--- config.mk ---
export PLATFORM = sky130hd
export DESIGN_NAME = multicycle_control_fsm
export DESIGN_NICKNAME = d
export VERILOG_FILES = /design/src/rtl/multicycle_control_fsm.sv
export SDC_FILE = /design/constraint.sdc
export NUM_CORES = 1
export LEC_CHECK = 0
export CAP_MARGIN = 15
export CORE_MARGIN = 2
export CORE_UTILIZATION = 30
export DETAILED_ROUTE_END_ITERATION = 12
export GPL_ROUTABILITY_DRIVEN = 0
export SYNTH_ARGS = -nofsm -noshare
export SYNTH_HDL_FRONTEND = slang
export SYNTH_SLANG_ARGS = --single-unit
--- constraint.sdc ---
create_clock -name clk -period 2.9 [get_ports clk]
set_clock_uncertainty 0.1 [all_clocks]
set_input_delay 0.58 -clock clk [delete_from_list [all_inputs] [get_ports clk]]
set_output_delay 0.58 -clock clk [all_outputs]
set_load 0.01 [all_outputs]
--- src/rtl/multicycle_control_fsm.sv ---
// Control FSM for a multicycle MIPS-style datapath with memory wait handshake,
// illegal-opcode flagging and a sticky memory-timeout fault state.
module multicycle_control_fsm #(
    parameter int WAIT_MAX = 15
) (
    input  logic       clk,
    input  logic       rst_n,
    input  logic [5:0] OpCode,
    input  logic       MemReady,
    output logic       PCWrite,
    output logic       PCWriteCond,
    output logic       IorD,
    output logic       MemRead,
    output logic       MemWrite,
    output logic       IRWrite,
    output logic       RegWrite,
    output logic       ALUSrcA,
    output logic [1:0] RegDst,
    output logic [1:0] MemToReg,
    output logic [1:0] ALUSrcB,
    output logic [1:0] ALUOp,
    output logic [1:0] PCSource,
    output logic [3:0] State,
    output logic       InstrDone,
    output logic       Illegal,
    output logic       Fault
);

    localparam int CNT_W = (WAIT_MAX < 1) ? 1 : $clog2(WAIT_MAX + 1);

    typedef enum logic [3:0] {
        S_FETCH  = 4'd0,
        S_DECODE = 4'd1,
        S_MEMADR = 4'd2,
        S_MEMRD  = 4'd3,
        S_MEMWB  = 4'd4,
        S_MEMWR  = 4'd5,
        S_EXECR  = 4'd6,
        S_RWB    = 4'd7,
        S_EXECI  = 4'd8,
        S_IWB    = 4'd9,
        S_BRANCH = 4'd10,
        S_JUMP   = 4'd11,
        S_JAL    = 4'd12,
        S_FAULT  = 4'd15
    } state_e;

    state_e             state_q, state_d;
    logic [CNT_W-1:0]   wait_cnt_q, wait_cnt_d;
    logic               is_wait_state;
    logic               timeout;

    always_ff @(posedge clk or negedge rst_n) begin
        if (!rst_n) begin
            state_q    <= S_FETCH;
            wait_cnt_q <= '0;
        end else begin
            state_q    <= state_d;
            wait_cnt_q <= wait_cnt_d;
        end
    end

    assign is_wait_state = (state_q == S_FETCH) || (state_q == S_MEMRD) || (state_q == S_MEMWR);
    assign timeout = (WAIT_MAX != 0) && !MemReady && (wait_cnt_q == CNT_W'(WAIT_MAX - 1));

    always_comb begin
        state_d = state_q;
        case (state_q)
            S_FETCH:  state_d = MemReady ? S_DECODE : (timeout ? S_FAULT : S_FETCH);
            S_DECODE: begin
                case (OpCode)
                    6'b000000:                    state_d = S_EXECR;
                    6'b100011, 6'b101011:         state_d = S_MEMADR;
                    6'b000100:                    state_d = S_BRANCH;
                    6'b000010:                    state_d = S_JUMP;
                    6'b000011:                    state_d = S_JAL;
                    6'b001111, 6'b001101,
                    6'b001000, 6'b001001:         state_d = S_EXECI;
                    default:                      state_d = S_FETCH;
                endcase
            end
            S_MEMADR: state_d = (OpCode == 6'b100011) ? S_MEMRD : S_MEMWR;
            S_MEMRD:  state_d = MemReady ? S_MEMWB : (timeout ? S_FAULT : S_MEMRD);
            S_MEMWR:  state_d = MemReady ? S_FETCH : (timeout ? S_FAULT : S_MEMWR);
            S_EXECR:  state_d = S_RWB;
            S_EXECI:  state_d = S_IWB;
            S_FAULT:  state_d = S_FAULT;
            default:  state_d = S_FETCH;
        endcase
    end

    // Counter saturates so a disabled timeout can never wrap back to zero.
    always_comb begin
        wait_cnt_d = wait_cnt_q;
        if ((state_d != state_q) || MemReady) begin
            wait_cnt_d = '0;
        end else if (is_wait_state && (wait_cnt_q != {CNT_W{1'b1}})) begin
            wait_cnt_d = wait_cnt_q + CNT_W'(1);
        end
    end

    always_comb begin
        PCWrite     = 1'b0;
        PCWriteCond = 1'b0;
        IorD        = 1'b0;
        MemRead     = 1'b0;
        MemWrite    = 1'b0;
        IRWrite     = 1'b0;
        RegWrite    = 1'b0;
        ALUSrcA     = 1'b0;
        RegDst      = 2'b00;
        MemToReg    = 2'b00;
        ALUSrcB     = 2'b00;
        ALUOp       = 2'b00;
        PCSource    = 2'b00;
        InstrDone   = 1'b0;
        Illegal     = 1'b0;
        Fault       = 1'b0;
        case (state_q)
            S_FETCH: begin
                MemRead = 1'b1;
                ALUSrcB = 2'b01;
                IRWrite = MemReady;
                PCWrite = MemReady;
            end
            S_DECODE: begin
                ALUSrcB = 2'b11;
                Illegal = (state_d == S_FETCH);
            end
            S_MEMADR: begin
                ALUSrcA = 1'b1;
                ALUSrcB = 2'b10;
            end
            S_MEMRD: begin
                MemRead = 1'b1;
                IorD    = 1'b1;
            end
            S_MEMWB: begin
                RegWrite  = 1'b1;
                MemToReg  = 2'b01;
                InstrDone = 1'b1;
            end
            S_MEMWR: begin
                MemWrite  = 1'b1;
                IorD      = 1'b1;
                InstrDone = MemReady;
            end
            S_EXECR: begin
                ALUSrcA = 1'b1;
                ALUOp   = 2'b10;
            end
            S_RWB: begin
                RegWrite  = 1'b1;
                RegDst    = 2'b01;
                InstrDone = 1'b1;
            end
            S_EXECI: begin
                ALUSrcA = 1'b1;
                ALUSrcB = 2'b10;
                ALUOp   = ((OpCode == 6'b001111) || (OpCode == 6'b001101)) ? 2'b11 : 2'b00;
            end
            S_IWB: begin
                RegWrite  = 1'b1;
                InstrDone = 1'b1;
            end
            S_BRANCH: begin
                ALUSrcA     = 1'b1;
                ALUOp       = 2'b01;
                PCWriteCond = 1'b1;
                PCSource    = 2'b01;
                InstrDone   = 1'b1;
            end
            S_JUMP: begin
                PCWrite   = 1'b1;
                PCSource  = 2'b10;
                InstrDone = 1'b1;
            end
            S_JAL: begin
                PCWrite   = 1'b1;
                PCSource  = 2'b10;
                RegWrite  = 1'b1;
                RegDst    = 2'b10;
                MemToReg  = 2'b10;
                InstrDone = 1'b1;
            end
            S_FAULT: Fault = 1'b1;
            default: ;
        endcase
        // Reset must silence strobes immediately, before the state flop settles on an edge.
        if (!rst_n) begin
            PCWrite     = 1'b0;
            PCWriteCond = 1'b0;
            MemRead     = 1'b0;
            MemWrite    = 1'b0;
            IRWrite     = 1'b0;
            RegWrite    = 1'b0;
            InstrDone   = 1'b0;
            Illegal     = 1'b0;
            Fault       = 1'b0;
        end
    end

    assign State = state_q;

endmodule

==> impl_metrics.tcl, run 1 <==
set metrics [dict create \
    overflow 0 \
    slew_violations 0 \
    synth_top_area_frac 0.180 \
    ant_nets 0 \
    grt.total_usage 0.180 \
    comb_power_share 0.657 \
    vias 1395 \
    start_kind "input port" \
    hold_buffers 0 \
    syn_to_final_growth_pct 51.7 \
    cts_sinks 8 \
    grt_pass1_wl_um 6170 \
    post-dp-hpwl_um 2940 \
    fmax_mhz 354 \
    p_sw_w 0.000384 \
    syn-cell-area_sq_mm 0.00111 \
    ys_types 49 \
    period_minus_slack_ns 2.83 \
    synth-edff-count 0 \
    synthTopCellsByArea "dfrtp_1 18%, nor2_1 6.4%, nand2_1 4.0%, a21oi_1 3.6%, and4b_1 3.6%" \
    worst_pin_slew_ns 0.447 \
    p_seq_frac 0.193 \
    drt_iter0_markers 91 \
    synth_top_cell_by_area "dfrtp_1" \
    root_buffer "clkbuf_8" \
    synth_cells 160 \
    stdcell_area_sq_mm 0.00169 \
    ir_drop_mv 0.363 \
    dieArea_sq_mm 0.00421 \
    setup.worst_path.end_class "output pin" \
    clkPwrFrac 0.149 \
    p_sw_frac 0.444 \
    drv_cap 0 \
    postCtsSetupBuffers 0 \
    placed_area_sq_mm 0.00163 \
    crit_fanout 4 \
    wirelength_um 3700 \
    ys_ff_latch 8 \
    grt_max_degree 19 \
    io_buffers 33 \
    fin_crit_sh 0.974 \
    clk_pin_slew_worst_paths_ns 0.04 \
    finalHoldViolations 0 \
    drtPass1Iterations 4 \
    avgRoutedWirePerCell_um 14.6 \
    leakagePower_nw 0.787 \
    finalNetCount 219 \
    num_io_pins 34 \
    hold_class "flip-flop to flip-flop" \
    cts-buffers-inserted 3 \
    p_int_w 0.000480 \
    synth_nets 171 \
    core_area_sq_mm 0.00361 \
    worstPathArrival_ns 2.15 \
    drive_above_1_share 0.214 \
    grt_setup_unrepaired "yes" \
    tns_ns 0 \
    worstPathRequired_ns 2.22 \
    syn_avg_cell_area_sq_um 6.95 \
    max_slew_margin 0.701 \
    p_per_area_mw_per_mm2 512 \
    yosys_warnings 0 \
    h-tree-depth 1 \
    critical_path_class "input port to output pin" \
    grt_pass1_vias 1346 \
    ys_async_sr_fraction 1.00 \
    cts.path.max_buffers 2 \
    via_per_inst 5.49 \
    diodes 0 \
    synth-main-ff-cell "dfrtp_1" \
    finalSetupViolations 0 \
    seq_area_frac_synth 0.180 \
    die_w_um 64.9 \
    num_rows 22 \
    cts_tree "built" \
    fin_total_pwr_w 0.000864 \
    start_util 0.308 \
    remaining_drc_errors 0 \
    grt_antenna_before_repair 0 \
    die_h_um 64.9 \
    clk_latency_ns 0.22 \
    status "completed" \
]
[routing by layer]
metal  vias up  global-route usage  share of wire
met4         0              0.0213              0
met2        41               0.309           0.52
met5         -                   0              0
met1       667               0.249           0.44
met3         0              0.0191          0.044
li1        687                   -              -
[metrics by stage]
step / hold slack [ns] / worst slack [ns] / util / instances
after floorplan: 0.184 / 0.213 / - / 160
after global placement: 0.543 / -0.649 / 0.451 / 251
after detailed placement: 0.552 / -0.673 / 0.451 / 251
after CTS: 0.560 / -0.141 / 0.464 / 254
after global routing: 0.631 / -0.0245 / 0.468 / 254
final: 0.566 / 0.0748 / 0.468 / 254
[cell type report]
| class | instances | area (sq um) |
|---|---|---|
| fillers | 362 | 1920 |
| multi-input cells | 128 | 838 |
| repair buffers | 59 | 517 |
| flip-flops and latches | 8 | 201 |
| well taps | 48 | 60.1 |
| clock buffers | 3 | 41.3 |
| inverters | 8 | 30.0 |
[power by group through the flow]
stage	Combinational, W	Sequential, W	Clock, W
floorplan	0.000335	0.000146	0
finish	0.000568	0.000167	0.000129
detailed placement	0.000563	0.000167	0
global route	0.000624	0.000170	0.000137
global placement	0.000554	0.000165	0
CTS	0.000563	0.000165	0.000132
[flip-flops by register name, indices dropped and copies added (netlist names)]
name / cells
State: 4
wait_cnt_q: 4
[cell usage after synthesis, drive strengths merged, types with 2 or more instances]
master / number
nor3: 7
buf: 8
nor4b: 3
clkbuf: 8
mux2i: 2
nand2: 12
nor3b: 2
a22oi: 2
ha: 2
inv: 8
and3: 5
xnor2: 4
o32ai: 2
nand3: 5
a41oi: 2
nand2b: 4
xor2: 2
dfrtp: 8
a31oi: 3
nor2b: 3
or3: 2
a21oi: 8
o221ai: 2
and2: 3
o21ai: 7
nor2: 19
nor4: 2
and4b: 4
nand4: 3
a32oi: 3
[critical path: stages]
cell	delay (ns)
clkdlybuf4s50_1	0.46
nor4b_1	0.38
nand4_1	0.16
a211o_1	0.29
nand3_1	0.08
nor3_1	0.05
buf_2	0.14
[cell usage in the layout, fill, tap and decap left out, types with 4 or more instances in the layout]
master           count
a21oi_1              8
and3_1               5
buf_4               26
clkbuf_2             4
clkdlybuf4s50_1     20
dfrtp_1              7
dlymetal6s2s_1       7
inv_1                6
nand2_1             12
nand2b_1             4
nand3_1              5
nor2_1              18
nor3_1               7
o21ai_0              4
xnor2_1              4
[cell families (layout without fill, tap and decap cells)]
logic type,count (synthesis),in the layout,synth area share
and+or+nand+nor,79,79,0.395
buffers and inverters,24,70,0.0900
adders and majority gates,3,3,0.0315
DFF,8,8,0.180
muxes,2,2,0.0180
xor gates and xnor gates,6,6,0.0472
AOI/OAI and AO/OA,38,38,0.238
[worst paths after layout]
kind	to	slack, ns	from	depth (start not counted)
setup / recovery	Illegal	0.07	OpCode[4]	7
hold / removal	State[1]$_DFF_PN0_	0.57	State[2]$_DFF_PN0_	2
setup reg to reg	wait_cnt_q[1]$_DFFE_PN0P_	0.70	wait_cnt_q[0]$_DFFE_PN0P_	8
hold reg to reg	State[1]$_DFF_PN0_	0.57	State[2]$_DFF_PN0_	2
max in group asynchronous	State[1]$_DFF_PN0_	1.95	rst_n	2
min in group asynchronous	wait_cnt_q[1]$_DFFE_PN0P_	0.62	rst_n	2
[timing repair]
| item | 4_1_cts | 5_1_grt |
|---|---|---|
| gates resized for setup | 13 | 20 |
| setup endpoints to repair | 4 | 9 |
| pin swaps | 2 | 4 |
Note: power is estimated with default switching activity, not from simulation.
==> run 2, diff against run 1 <==
--- a/config.mk
+++ b/config.mk
@@ -10,6 +10,8 @@
 export CORE_UTILIZATION = 30
 export DETAILED_ROUTE_END_ITERATION = 12
 export GPL_ROUTABILITY_DRIVEN = 0
+export SKIP_CTS_REPAIR_TIMING = 1
 export SYNTH_ARGS = -nofsm -noshare
 export SYNTH_HDL_FRONTEND = slang
 export SYNTH_SLANG_ARGS = --single-unit
+export TNS_END_PERCENT = 20
==> impl_metrics.tcl, run 2 (synthesis gave the netlist of run 1 again) <==
set metrics [dict create \
    die_w_um 64.9 \
    worst_pin_slew_ns 0.437 \
    remaining_drc_errors 0 \
    grt_pass1_wl_um 6150 \
    final_common_cell "buf_4" \
    grt_antenna_before_repair 0 \
    clk_latency_ns 0.22 \
    worstPathRequired_ns 2.22 \
    multiInputGateArea_sq_um 815 \
    clk_pin_slew_worst_paths_ns 0.04 \
    p_per_area_mw_per_mm2 511 \
    grt_max_degree 19 \
    io_buffers 33 \
    h-tree-depth 1 \
    grt_pass1_vias 1335 \
    layout_common_cells "26 x buf_4, 25 x clkdlybuf4s50_1, 18 x nor2_1" \
    finalHoldViolations 0 \
    drv_cap 0 \
    fin_total_pwr_w 0.000861 \
    syn_to_final_growth_pct 51.5 \
    status "complete, but fails checks" \
    cts.path.max_buffers 2 \
    period_minus_slack_ns 3.11 \
    violations "negative setup slack" \
    timing.final.ws_setup_ns -0.211 \
    nFillCells 354 \
    finalNetCount 219 \
    root_buffer "clkbuf_8" \
    cts-buffers-inserted 3 \
    drive_above_1_share 0.170 \
    vias 1382 \
    placed_area_sq_mm 0.00163 \
    fmax_mhz 321 \
    start_kind "input port" \
    setup.worst_path.end_class "output pin" \
    critical_path_class "input port to output pin" \
    max_slew_margin 0.708 \
    core_area_sq_mm 0.00361 \
    grt.total_usage 0.180 \
    wirelength_um 3630 \
    drtPass1Iterations 5 \
    seq_area_sq_um 201 \
    diodes 0 \
    leakagePower_nw 0.797 \
    ant_nets 0 \
    grt_setup_unrepaired "yes" \
    ir_drop_mv 0.364 \
    start_util 0.308 \
    finalSetupViolations 1 \
    dieArea_sq_mm 0.00421 \
    cts_tree "built" \
    cp_slowest_cell "or4_1" \
    critPathTopFamily "simple AND/OR/NAND/NOR gates" \
    slowest_delay_ns 0.57 \
    crit_buf_inv 2 \
    via_per_inst 5.44 \
    slew_violations 0 \
    num_rows 22 \
    fin_crit_sh 1.07 \
    avgRoutedWirePerCell_um 14.3 \
    path_cells "clkdlybuf4s50_1, nor3b_1, or4_1, a32oi_1, o221ai_1, nor3_1, clkbuf_2" \
    post-dp-hpwl_um 2940 \
    overflow 0 \
    hold_class "flip-flop to flip-flop" \
    stdcell_area_sq_mm 0.00169 \
    drt_iter0_markers 80 \
    die_h_um 64.9 \
    crit_fanout 5 \
    hold_slack_ns 0.567 \
    cts_sinks 8 \
    worstPathArrival_ns 2.43 \
    num_io_pins 34 \
]
-- run 2: through the flow --
step	setup TNS [ns]	std cells	setup WS (ns)	util
global route	-0.337	254	-0.300	0.467
CTS	-1.35	254	-0.702	0.463
finish	-0.211	254	-0.211	0.467
floorplan	0	160	0.213	-
global placement	-1.25	251	-0.649	0.451
detailed placement	-1.29	251	-0.673	0.451
-- run 2: power by group --
part           total [W]  internal (W)  switching (W)
Sequential      0.000166      0.000128      0.0000381
Clock           0.000129     0.0000896      0.0000397
Combinational   0.000565      0.000262       0.000303
Total           0.000861      0.000480       0.000381
-- run 2: layout make-up --
| class | instances | area share |
|---|---|---|
| Clock buffer | 3 | 0.0245 |
| Inverter | 8 | 0.0178 |
| Multi-Input combinational cell | 128 | 0.483 |
| Sequential cell | 8 | 0.120 |
| Tap cell | 48 | 0.0356 |
| Timing Repair Buffer | 59 | 0.319 |
-- run 2: worst paths after layout --
| check | start | cells past startpoint | slack, ns | endpoint |
|---|---|---|---|---|
| setup / recovery | OpCode[3] | 7 | -0.21 | Illegal |
| hold / removal | State[2]$_DFF_PN0_ | 2 | 0.57 | State[1]$_DFF_PN0_ |
| setup reg to reg | wait_cnt_q[0]$_DFFE_PN0P_ | 8 | 0.63 | wait_cnt_q[1]$_DFFE_PN0P_ |
| hold reg to reg | State[2]$_DFF_PN0_ | 2 | 0.57 | State[1]$_DFF_PN0_ |
| max in group asynchronous | rst_n | 2 | 1.95 | State[1]$_DFF_PN0_ |
| min in group asynchronous | rst_n | 2 | 0.63 | wait_cnt_q[1]$_DFFE_PN0P_ |
-- run 2: worst reg2reg max path, cell delays in order, from the launching register on --
cell and delay (ns):
dfrtp_1 0.37, inv_1 0.06, ha_1 0.19, and4b_1 0.39, buf_4 0.17, maj3_1 0.16
o21ai_1 0.06, o32ai_1 0.40, and4b_1 0.26
-- run 2: routing by layer --
layer,up-vias,GRT usage,wire length (um)
met5,-,0,0
met3,0,0.0191,156
met2,45,0.309,1810
met4,0,0.0213,0
li1,689,-,-
met1,648,0.248,1670
